===== config.mk =====
export PLATFORM = sky130hd
export DESIGN_NAME = nco_sweep_ctrl
export DESIGN_NICKNAME = d
export VERILOG_FILES = /design/src/rtl/nco_sweep_ctrl.sv
export SDC_FILE = /design/constraint.sdc
export NUM_CORES = 1
export LEC_CHECK = 0
export CAP_MARGIN = 20
export CORE_AREA = 2 2 90 92
export CTS_CLUSTER_SIZE = 24
export DETAILED_ROUTE_END_ITERATION = 10
export DIE_AREA = 0 0 92 94
export GPL_TIMING_DRIVEN = 0
export PLACE_DENSITY = 0.84
export SYNTH_ARGS = -nofsm -noshare
export SYNTH_HDL_FRONTEND = slang
export SYNTH_SLANG_ARGS = --single-unit
export TNS_END_PERCENT = 30

===== constraint.sdc =====
create_clock -name sys_clk -period 10.6 [get_ports sys_clk]
set_clock_uncertainty 0.2 [all_clocks]
set_input_delay 2.65 -clock sys_clk [delete_from_list [all_inputs] [get_ports sys_clk]]
set_output_delay 2.65 -clock sys_clk [all_outputs]
set_load 0.05 [all_outputs]

===== src/rtl/nco_sweep_ctrl.sv =====
// NCO frequency sweep controller.
// Steps a registered phase increment from a start value to a stop value
// (up or down), holding each value for dwell+1 cycles, with optional repeat.
module nco_sweep_ctrl #(
  parameter int unsigned PHI_W   = 8,
  parameter int unsigned DWELL_W = 16
) (
  input  logic               sys_clk,
  input  logic               sys_rst,
  input  logic               start,
  input  logic               stop,
  input  logic [PHI_W-1:0]   cfg_start_inc,
  input  logic [PHI_W-1:0]   cfg_stop_inc,
  input  logic [PHI_W-1:0]   cfg_step,
  input  logic [DWELL_W-1:0] cfg_dwell,
  input  logic               cfg_repeat,
  output logic [PHI_W-1:0]   phi_inc,
  output logic               nco_clken,
  output logic               busy,
  output logic               done,
  output logic               wrap
);

  typedef enum logic [1:0] {
    IDLE,
    DWELL,
    DONE
  } state_t;

  state_t               state;
  logic [PHI_W-1:0]     start_q;
  logic [PHI_W-1:0]     stop_q;
  logic [PHI_W-1:0]     step_q;
  logic [DWELL_W-1:0]   dwell_q;
  logic                 repeat_q;
  logic                 up_q;
  logic [DWELL_W-1:0]   cnt;

  logic [PHI_W:0]       sum;
  logic [PHI_W:0]       diff;
  logic [PHI_W-1:0]     next_phi;

  // Next sweep value, computed one bit wider and clamped to the stop value.
  always_comb begin
    sum      = {1'b0, phi_inc} + {1'b0, step_q};
    diff     = {1'b0, phi_inc} - {1'b0, step_q};
    next_phi = stop_q;
    if (up_q) begin
      if (sum < {1'b0, stop_q})
        next_phi = sum[PHI_W-1:0];
    end else begin
      if (!diff[PHI_W] && (diff[PHI_W-1:0] > stop_q))
        next_phi = diff[PHI_W-1:0];
    end
  end

  // Sweep FSM with registered outputs and latched configuration.
  always_ff @(posedge sys_clk) begin
    if (sys_rst) begin
      state     <= IDLE;
      phi_inc   <= '0;
      nco_clken <= 1'b0;
      busy      <= 1'b0;
      done      <= 1'b0;
      wrap      <= 1'b0;
      cnt       <= '0;
      start_q   <= '0;
      stop_q    <= '0;
      step_q    <= '0;
      dwell_q   <= '0;
      repeat_q  <= 1'b0;
      up_q      <= 1'b0;
    end else begin
      done <= 1'b0;
      wrap <= 1'b0;
      unique case (state)
        IDLE: begin
          if (start && !stop) begin
            start_q   <= cfg_start_inc;
            stop_q    <= cfg_stop_inc;
            // A zero step would never reach the stop value; use 1 instead.
            step_q    <= (cfg_step == '0) ? {{(PHI_W-1){1'b0}}, 1'b1} : cfg_step;
            dwell_q   <= cfg_dwell;
            repeat_q  <= cfg_repeat;
            up_q      <= (cfg_start_inc <= cfg_stop_inc);
            phi_inc   <= cfg_start_inc;
            nco_clken <= 1'b1;
            busy      <= 1'b1;
            cnt       <= '0;
            state     <= DWELL;
          end
        end
        DWELL: begin
          if (stop) begin
            nco_clken <= 1'b0;
            busy      <= 1'b0;
            state     <= IDLE;
          end else if (cnt == dwell_q) begin
            cnt <= '0;
            if (phi_inc != stop_q) begin
              phi_inc <= next_phi;
            end else if (repeat_q) begin
              phi_inc <= start_q;
              wrap    <= 1'b1;
            end else begin
              done      <= 1'b1;
              busy      <= 1'b0;
              nco_clken <= 1'b0;
              state     <= DONE;
            end
          end else begin
            cnt <= cnt + DWELL_W'(1);
          end
        end
        DONE: begin
          state <= IDLE;
        end
        default: begin
          state <= IDLE;
        end
      endcase
    end
  end

endmodule


==> out/qor.yml <==
worst-setup-path-type: "input port to flop"
swShare: 0.3195
synth_cell_type_count: 59
ios: 57
drv_slew: 0
pwr-share-clk: 0.351
cts-root-buf: "clkbuf_8"
async_reset_ff_frac: 0
start_util: 0.5883
dieHeight_microns: 94
grt_start_max_net_pins: 13
grt.total_usage: 0.2881
drc: 0
fillers: 609
post-route-period-util: 0.4410
diodes: 0
place_ws_ns: 5.597
synth_edf_count: 0
p_per_area_nw_per_um2: 154.2
coreArea_sq_um: 7607
cts_hold_buf: 0
setup_viol: 0
ys_seq_area_frac: 0.3176
cts_tree: "built"
cp.arrival_ns: 4.76
syn_avg_cell_area_sq_um: 7.893
worstSkewPairLatency_ns: 0.36
vias_per_cell: 5.792
io_buffers: 55
crit_path_end_kind: "flop"
drt_wl_total_mm: 12.21
cts_buffers: 9
rsz0062_at_grt: "false"
wire_per_inst_microns: 16.50
postRouteAntennaNets: 0
outcome: "finished clean"
syn-cell-area_sq_um: 4476
setup_ws_ns: 5.925
die_w_microns: 92
pwr-share-seq: 0.353
crit_path_start_kind: "input port"
drv_cap: 0
grt_antenna_before_repair: 0
leakage_nw: 2.147
crit_required_ns: 10.69
max-slew-margin-rel: 0.3322
num-nets-final: 720
drive_gt1_frac: 0.04545
cts_max_path_buffers: 2
grt_pass1_wl_mm: 19.54
dr.pass1.iters: 5
internal-power_mw: 0.5690
synth_nets: 654
worst_pin_slew_ns: 0.9990
drt-initial-drc-count: 290
ys.flop_type: "dfxtp_1"
clk_pin_slew_ns: 0.08
vias: 4286
gr-total-overflow: 0
p_sw_mw: 0.2671
fp-row-count: 32
postCtsSetupBuffers: 0
period_minus_slack_ns: 4.675
dieArea_sq_um: 8648
comb_power_share: 0.297
dp_hpwl_mm: 9.391
hold_path.class: "flop to flop"
ys_warn_count: 0
peakVddDrop_uv: 100.3
h-tree-depth: 3
fmax_ghz: 0.2139
setup-tns-final_ns: 0
cts_resized: 0
ys_seq_elements: 71
gp_congestion: 0.9351
cp_max_fo: 10
cts.sinks: 71
finalHoldViolCount: 0
areaGrowthSynthToFinish_pct: 21.19
first_global_vias: 4065
postSynthCellCount: 567
[final cells by class]
class | instances | area (sq um) | area share
plain buffers | 27 | 116.4 | 0.02145
clock buffers | 11 | 141.4 | 0.02607
clock inverters | 5 | 128.9 | 0.02376
inverters | 36 | 135.1 | 0.02491
multi-input cells | 433 | 2803 | 0.5167
flip-flops and latches | 71 | 1421 | 0.2621
well taps | 102 | 127.6 | 0.02353
repair buffers | 55 | 550.5 | 0.1015
[critical path, cell delays in order]
cell	delay, ns
clkdlybuf4s50_1	0.52
nor4b_2	0.83
clkbuf_1	0.50
nand2_1	0.13
a21oi_1	0.13
[registers in the layout, summed over array words and instances (netlist names), 2 cells and up]
register / flops
state: 2
dwell_q: 16
stop_q: 8
start_q: 8
step_q: 8
cnt: 16
phi_inc: 8
[Yosys cell counts (all sizes together), types with 2 or more instances]
master   number  area (sq um)
buf           7         41.29
nand2        97         364.1
and3          4         25.02
o21bai        3         22.52
nand4        11         75.07
and2          2         12.51
o21ai        20         100.1
clkbuf       20         75.07
dfxtp        71          1421
o22ai         6         37.54
a21oi        75         375.4
a2bb2oi       2         17.52
a41oi         3         26.28
xor2         25         226.5
nor4          9         83.83
a311oi        2         17.52
o41ai         2         17.52
inv          36         135.1
o221a         5         56.30
fa            2         40.04
o221ai        2         17.52
nand3         6         30.03
a31oi         2         12.51
or3           2         12.51
a221oi        3         26.28
o2bb2ai       3         26.28
nor2         46         172.7
ha           40         500.5
o21a          2         15.01
o211ai        5         37.54
mux2i         3         30.03
nand2b        6         37.54
and4          2         17.52
nor3          5         25.02
a211oi        2         15.01
xnor2        22         192.7
or2           2         12.51
[metal layers]
layer | GRT usage | part of all wire
met5 | 0 | 0
met4 | 0.1244 | 0.025
met3 | 0.04896 | 0.072
met2 | 0.4939 | 0.48
met1 | 0.3576 | 0.42
[cell families after synthesis]
family | share of synthesized area
DFF | 0.3176
muxes | 0.006710
buffers and inverters | 0.05619
and+or+nand+nor | 0.2027
adders and majority gates | 0.1208
xor gates and xnor gates | 0.09365
AOI/OAI and AO/OA | 0.2024
[per-stage QoR]
step | power, mW | std cells | utilization | hold slack (ns) | cell area, sq um
after global placement | 0.5385 | 724 | 0.6775 | 0.2445 | 5154
after floorplan | 0.4682 | 567 | - | 0.2366 | 4476
after detailed placement | 0.5434 | 724 | 0.6775 | 0.2511 | 5154
after CTS | 0.8328 | 740 | 0.7130 | 0.2614 | 5424
after global routing | 0.8742 | 740 | 0.7130 | 0.2880 | 5424
final | 0.8361 | 740 | 0.7130 | 0.2611 | 5424
[power groups by stage]
stage | sequential [mW] | combinational [mW] | clock, mW
2_1_floorplan | 0.306 | 0.162 | 0
3_3_place_gp | 0.300 | 0.239 | 0
3_5_place_dp | 0.300 | 0.243 | 0
4_1_cts | 0.294 | 0.245 | 0.293
5_1_grt | 0.296 | 0.273 | 0.305
6_report | 0.295 | 0.248 | 0.293
[cell usage in the layout (no fill, tap or decap), drive strengths merged, types with 3 or more instances in the layout]
cell type and n:
xnor2 22, o21ai 20, dfxtp 71, bufinv 4, o21bai 3, a221oi 3
nand3 6, o221a 5, nor2 46, a21oi 75, nor3 5, a41oi 3
o2bb2ai 3, clkbuf 31, nand2 97, mux2i 3, inv 36, buf 7
and3 4, o22ai 6, o211ai 5, nand2b 6, nand4 11, clkdlybuf4s50 55
xor2 25, ha 40, nor4 9
[path summary, 6_finish.rpt]
kind	from	to	slack [ns]	depth (start not counted)
setup / recovery	start	stop_q[5]	5.93	5
hold / removal	start_q[7]	start_q[7]	0.26	2
hold reg to reg	start_q[7]	start_q[7]	0.26	2
setup reg to reg	phi_inc[2]	phi_inc[0]	6.41	14
No activity file was read; power rests on OpenSTA's default activity.
